===== src/rtl/alu_op_scheduler.sv =====
// Two-requester front end for one shared ALU: round-robin grant,
// opcode legality screening, one-cycle execute, held response.
module alu_op_scheduler #(
  parameter int WIDTH = 8
) (
  input  logic               clk,
  input  logic               rst,
  input  logic [1:0]         req_valid,
  output logic [1:0]         req_ready,
  input  logic [7:0]         req_op,
  input  logic [2*WIDTH-1:0] req_a,
  input  logic [2*WIDTH-1:0] req_b,
  input  logic [1:0]         req_cin,
  output logic [WIDTH-1:0]   alu_a,
  output logic [WIDTH-1:0]   alu_b,
  output logic               alu_cin,
  output logic [3:0]         alu_op,
  input  logic [WIDTH-1:0]   alu_result,
  input  logic               alu_cout,
  output logic               resp_valid,
  input  logic               resp_ready,
  output logic               resp_id,
  output logic [WIDTH-1:0]   resp_result,
  output logic               resp_cout,
  output logic               resp_err,
  output logic               busy
);

  typedef enum logic [1:0] {
    IDLE,
    EXEC,
    RESP
  } state_t;

  state_t state, state_n;
  logic ptr;

  logic [1:0]       gnt;
  logic             gid;
  logic [3:0]       g_op;
  logic [WIDTH-1:0] g_a;
  logic [WIDTH-1:0] g_b;
  logic             g_cin;
  logic             g_legal;

  // A lone requester wins outright; ptr only breaks ties.
  always_comb begin
    gnt    = 2'b00;
    gnt[0] = req_valid[0] & (~req_valid[1] | ~ptr);
    gnt[1] = req_valid[1] & (~req_valid[0] | ptr);
    gid    = gnt[1];
    g_op   = gid ? req_op[7:4] : req_op[3:0];
    g_a    = gid ? req_a[2*WIDTH-1:WIDTH] : req_a[WIDTH-1:0];
    g_b    = gid ? req_b[2*WIDTH-1:WIDTH] : req_b[WIDTH-1:0];
    g_cin  = gid ? req_cin[1] : req_cin[0];
    g_legal = (g_op <= 4'd10) &&
              !((g_op == 4'd8) && (g_b == '0));
  end

  always_comb begin
    state_n   = state;
    req_ready = 2'b00;
    unique case (state)
      IDLE: begin
        req_ready = gnt;
        if (|gnt)
          state_n = g_legal ? EXEC : RESP;
      end
      EXEC: state_n = RESP;
      RESP: if (resp_ready) state_n = IDLE;
      default: state_n = IDLE;
    endcase
  end

  assign resp_valid = (state == RESP);
  assign busy       = (state != IDLE);

  // Illegal grants leave the ALU operand registers untouched.
  always_ff @(posedge clk or posedge rst) begin
    if (rst) begin
      state       <= IDLE;
      ptr         <= 1'b0;
      alu_a       <= '0;
      alu_b       <= '0;
      alu_cin     <= 1'b0;
      alu_op      <= 4'd0;
      resp_id     <= 1'b0;
      resp_result <= '0;
      resp_cout   <= 1'b0;
      resp_err    <= 1'b0;
    end else begin
      state <= state_n;
      unique case (state)
        IDLE: begin
          if (|gnt) begin
            resp_id <= gid;
            if (g_legal) begin
              alu_a   <= g_a;
              alu_b   <= g_b;
              alu_cin <= g_cin;
              alu_op  <= g_op;
            end else begin
              resp_result <= '0;
              resp_cout   <= 1'b0;
              resp_err    <= 1'b1;
            end
          end
        end
        EXEC: begin
          resp_result <= alu_result;
          resp_cout   <= (alu_op == 4'd5) & alu_cout;
          resp_err    <= 1'b0;
        end
        RESP: begin
          if (resp_ready)
            ptr <= ~resp_id;
        end
        default: ;
      endcase
    end
  end

endmodule


===== config.mk =====
export PLATFORM = sky130hd
export DESIGN_NAME = alu_op_scheduler
export DESIGN_NICKNAME = d
export VERILOG_FILES = /design/src/rtl/alu_op_scheduler.sv
export SDC_FILE = /design/constraint.sdc
export NUM_CORES = 1
export LEC_CHECK = 0
export BUFFER_PORTS_ARGS = -buffer_cell sky130_fd_sc_hd__buf_2
export CAP_MARGIN = 30
export CORE_MARGIN = 2
export CORE_UTILIZATION = 40
export CTS_CLUSTER_SIZE = 16
export DETAILED_ROUTE_END_ITERATION = 16
export GPL_ROUTABILITY_DRIVEN = 0
export PLACE_DENSITY = 0.74
export SLEW_MARGIN = 25
export SYNTH_ARGS = -nofsm -noshare
export SYNTH_HDL_FRONTEND = slang
export SYNTH_SLANG_ARGS = --single-unit

===== constraint.sdc =====
create_clock -name clk -period 5.2 [get_ports clk]
set_clock_uncertainty 0.2 [all_clocks]
set_input_delay 1.04 -clock clk [delete_from_list [all_inputs] [get_ports clk]]
set_output_delay 1.04 -clock clk [all_outputs]
set_load 0.05 [all_outputs]

After elaboration in Yosys (flattened, before gate mapping) --
Index checks and enable logic that the tools add are counted. W data, S select, Z words.
Operators by class: add/sub/neg operators 0, multiply operators 0, div/mod/pow operators 0, magnitude comparators 1, eq/ne operators 7, shifts and indexed selects 0, multiplexer cells 18, bitwise gates (word level) 9, reductions and logical operators 13
Operators with widths (count):
- $mux W8 | 4
- $pmux W8 S2 | 1
- $logic_not A8 Y1 | 1
- $mux W2 | 4
- $pmux W2 S3 | 1
- $reduce_and A2 Y1 | 3
- $reduce_and A3 Y1 | 2
- $mux W1 | 5
- $eq A4 B3 Y1 const B | 1
- $eq A4 B4 Y1 const B | 1
- $le A4 B4 Y1 const B | 1
- $mux W4 | 1
- $ne A2 B2 Y1 const B | 2
- $not A1 Y1 | 4
- $pmux W1 S2 | 2
- $reduce_bool A2 Y1 | 2
- $and A1 B1 Y1 | 3
- $eq A2 B1 Y1 const B | 1
- $eq A2 B2 Y1 const B | 1
- $logic_and A1 B1 Y1 | 2
- $logic_not A2 Y1 | 1
- $ne A2 B1 Y1 const B | 1
- $or A1 B1 Y1 | 2
- $reduce_or A2 Y1 | 1
- $logic_not A1 Y1 | 1
Word-level totals: flip-flop bits (word level) 35, latch bits 0, memory bits (writable) 0, bits in read-only memories 0, input bits 56, output and inout bits 36, word-level logic and storage cells 58, memories kept 0

Depth between registers and ports, before layout --
word-level depth 11, gate-level depth with buffers 6, mapped depth without buffers 5

Worst setup path before layout --
OpenSTA, ideal clock, no wires.
path kind input port to output port, start point in req_valid[0], end point out req_ready[1], arrival time 2.131 ns, required time 3.960 ns, setup slack 1.829 ns, cell stages on the path 4, cells stage by stage nand2b_4 nand2_2 buf_1 nor2_1
Between the ends: longest elaborated chain between the ends 4
RTL lines:
- start, declared | line 8 | input logic [1:0] req_valid,
- $not A1 Y1 | line 50 | gnt[1] = req_valid[1] & (~req_valid[0] | ptr);
- $or A1 B1 Y1 | line 50
- $and A1 B1 Y1 | line 50
- $mux W2 | line 63 | unique case (state)
- end, declared | line 9 | output logic [1:0] req_ready,
No other way between the ends.

Worst setup path after layout --
Ends and elaborated chain as after synthesis.

==> impl_metrics.json <==
{
  "synth_cell_types": 29,
  "cts_tree": "yes",
  "row_count": 24,
  "outcome": "complete, no violations",
  "worstSetupPathType": "input port to output port",
  "routed_wl_um": 4210,
  "max_cap_viol_count": 0,
  "cp.arrival_ns": 2.09,
  "synthFlopType": "dfrtp_1",
  "cp-start-kind": "input port",
  "insertion_delay_ns": 0.28,
  "timing.fmax_mhz": 300,
  "drt_iter0_drc": 16,
  "wl_per_cell_um": 13.9,
  "syn_avg_cell_area_um2": 11.2,
  "synth_area_um2": 1770,
  "synthCells": 158,
  "drt-vias-per-instance": 5.00,
  "crit_chain": "buf_2, nand2b_4, nand2_2, nor2_1, buf_2",
  "yosysTopAreaCell": "dfrtp_1",
  "grt_antenna_before_repair": 0,
  "ctsResizeCount": 0,
  "crit_slowest_cell": "nand2_2",
  "synthArstFlopShare_pct": 100,
  "slew-limit-headroom_pct": 53.0,
  "first_pass_iters": 4,
  "ir_worst_vdd_uv": 357,
  "internal_power_mw": 0.784,
  "grt.overflow.total": 0,
  "synth_nets": 214,
  "power_density_nw_per_um2": 679,
  "dpl_cell_area_um2": 2260,
  "die_area_um2": 4980,
  "coreArea_um2": 4320,
  "leakage_nw": 1.18,
  "cts_max_path_buffers": 2,
  "syn_to_final_growth_pct": 33.0,
  "worst_pin_slew_ns": 0.705,
  "fillers": 406,
  "p_sw_share_pct": 51.0,
  "antenna_cells": 0,
  "synth_top_area_share_pct": 49.4,
  "rsz0062_at_grt": "no",
  "clockPowerShare_pct": 13.2,
  "hpwl_um": 3250,
  "ys_seq_elements": 35,
  "cts_max_level": 2,
  "cts_root_buf": "clkbuf_8",
  "io_buffer_count": 91,
  "pwr-share-comb_pct": 57.7,
  "grt_max_degree": 36,
  "initial_utilization_pct": 41.0,
  "power_switching_mw": 0.816,
  "period_minus_slack_ns": 3.33,
  "setup_violations": 0,
  "synth_area_leaders": "dfrtp_1 (49%), mux2_2 (24%), nand2_1 (4.4%)",
  "io_pins": 92,
  "die_w_um": 70.6,
  "fin_nets": 306,
  "slew_violations": 0,
  "ys_seq_area_share_pct": 49.4,
  "critPathBufInv": 2,
  "clkTransAtPathRegs_ns": 0.07,
  "slowest_delay_ns": 0.35,
  "yosys_warnings": 0,
  "ant_nets": 0,
  "path_max_fanout": 27,
  "cts_buffers": 5,
  "seqPwrFrac_pct": 29.1,
  "synth-edff-count": 0,
  "finalHoldViolations": 0,
  "grt_pass1_wl_um": 6900,
  "drive_gt1_share_pct": 56.2,
  "synth.top_cells.by_count": "mux2_2 (37), dfrtp_1 (35), nand2_1 (21)",
  "whs_ns": 0.275,
  "final_area_um2": 2360,
  "crit_family": "simple AND/OR/NAND/NOR gates",
  "cts.sinks": 35,
  "drc": 0,
  "cp_common_cell": "buf_2",
  "ctsHoldBuffers": 0,
  "fin_crit_sh_pct": 64.1,
  "final_core_util_pct": 54.5,
  "endpoint_kind": "output port",
  "holdCritPathClass": "register to register",
  "setup_slack_ns": 1.87,
  "yosysMostFrequentCell": "mux2_2",
  "post-place-ws_ns": 1.80,
  "crit_required_ns": 3.96,
  "post_cts_buffers": 0,
  "final.setup.tns_ns": 0,
  "die_h_um": 70.6,
  "vias": 1515,
  "track_usage_pct": 17.7,
  "grt_pass1_vias": 1533
}
==> per-stage QoR <==
| stage | power, mW | cells |
|---|---|---|
| 3_5_place_dp | 1.40 | 295 |
| 3_3_place_gp | 1.39 | 295 |
| 4_1_cts | 1.62 | 303 |
| 2_1_floorplan | 1.20 | 158 |
| 5_1_grt | 1.69 | 303 |
| 6_report | 1.60 | 303 |
==> kinds of logic after synthesis <==
group / synth area share (%)
DFF: 49.4
buffers and inverters: 3.53
muxes: 24.9
AOI/OAI and AO/OA: 8.47
and+or+nand+nor: 13.7
==> worst paths after layout <==
path                                     startpoint                    endpoint  slack, ns  cells after the start
worst max-delay path                   req_valid[0]                req_ready[1]       1.87                      5
worst min-delay path            resp_id$_DFFE_PP0P_             ptr$_DFFE_PP0P_       0.28                      1
worst max register to register      ptr$_DFFE_PP0P_        alu_b[5]$_DFFE_PP0P_       2.53                      5
worst min register to register  resp_id$_DFFE_PP0P_             ptr$_DFFE_PP0P_       0.28                      1
max in group asynchronous                       rst        alu_a[3]$_DFFE_PP0P_       3.83                      3
min in group asynchronous                       rst  resp_result[2]$_DFFE_PP0P_       0.65                      3
==> power by group through the flow <==
stage	Sequential [mW]	Combinational, mW	Clock (mW)
finish	0.466	0.923	0.211
global route	0.483	0.977	0.230
CTS	0.467	0.931	0.219
detailed placement	0.471	0.930	0
global placement	0.469	0.918	0
floorplan	0.853	0.350	0
==> flip-flops by register name, summed over array words and instances (netlist names), 2 cells and up <==
register,flops
alu_a,8
alu_b,8
resp_result,8
alu_op,4
state,2
==> worst register-to-register path, delay by kind of cell (launching register included) <==
kind	cells	cell delay (ns)
muxes	1	0.42
and+or+nand+nor	3	0.87
DFF	1	0.40
AOI/OAI and AO/OA	1	0.67
==> routing by layer <==
metal	GRT usage (%)	wire [µm]	up-vias
li1	-	-	740
met1	22.6	1840	716
met2	28.2	2020	50
met3	5.41	263	9
met4	7.55	83	0
met5	0	0	-
==> cell usage in the layout, fill, tap and decap left out, types with 2 or more instances in the layout <==
cell	instances
buf_2	91
mux2_2	37
dfrtp_1	35
nand2_1	21
a21oi_1	13
nor2_1	8
clkbuf_8	7
nand3_1	5
inv_1	5
nor4_1	4
and3_1	2
o22ai_1	2
nor2b_1	2
a31oi_1	2
nand2b_1	2
==> layout make-up <==
class / count / area (µm²) / share of cell area [%]
tap: 52 / 65.1 / 2.76
sequential: 35 / 876 / 37.2
clock buffer: 8 / 100 / 4.25
timing repair buffer: 92 / 463 / 19.6
inverter: 5 / 18.8 / 0.796
multi-input combinational: 111 / 835 / 35.4
Note: power is estimated with default switching activity, not from simulation.
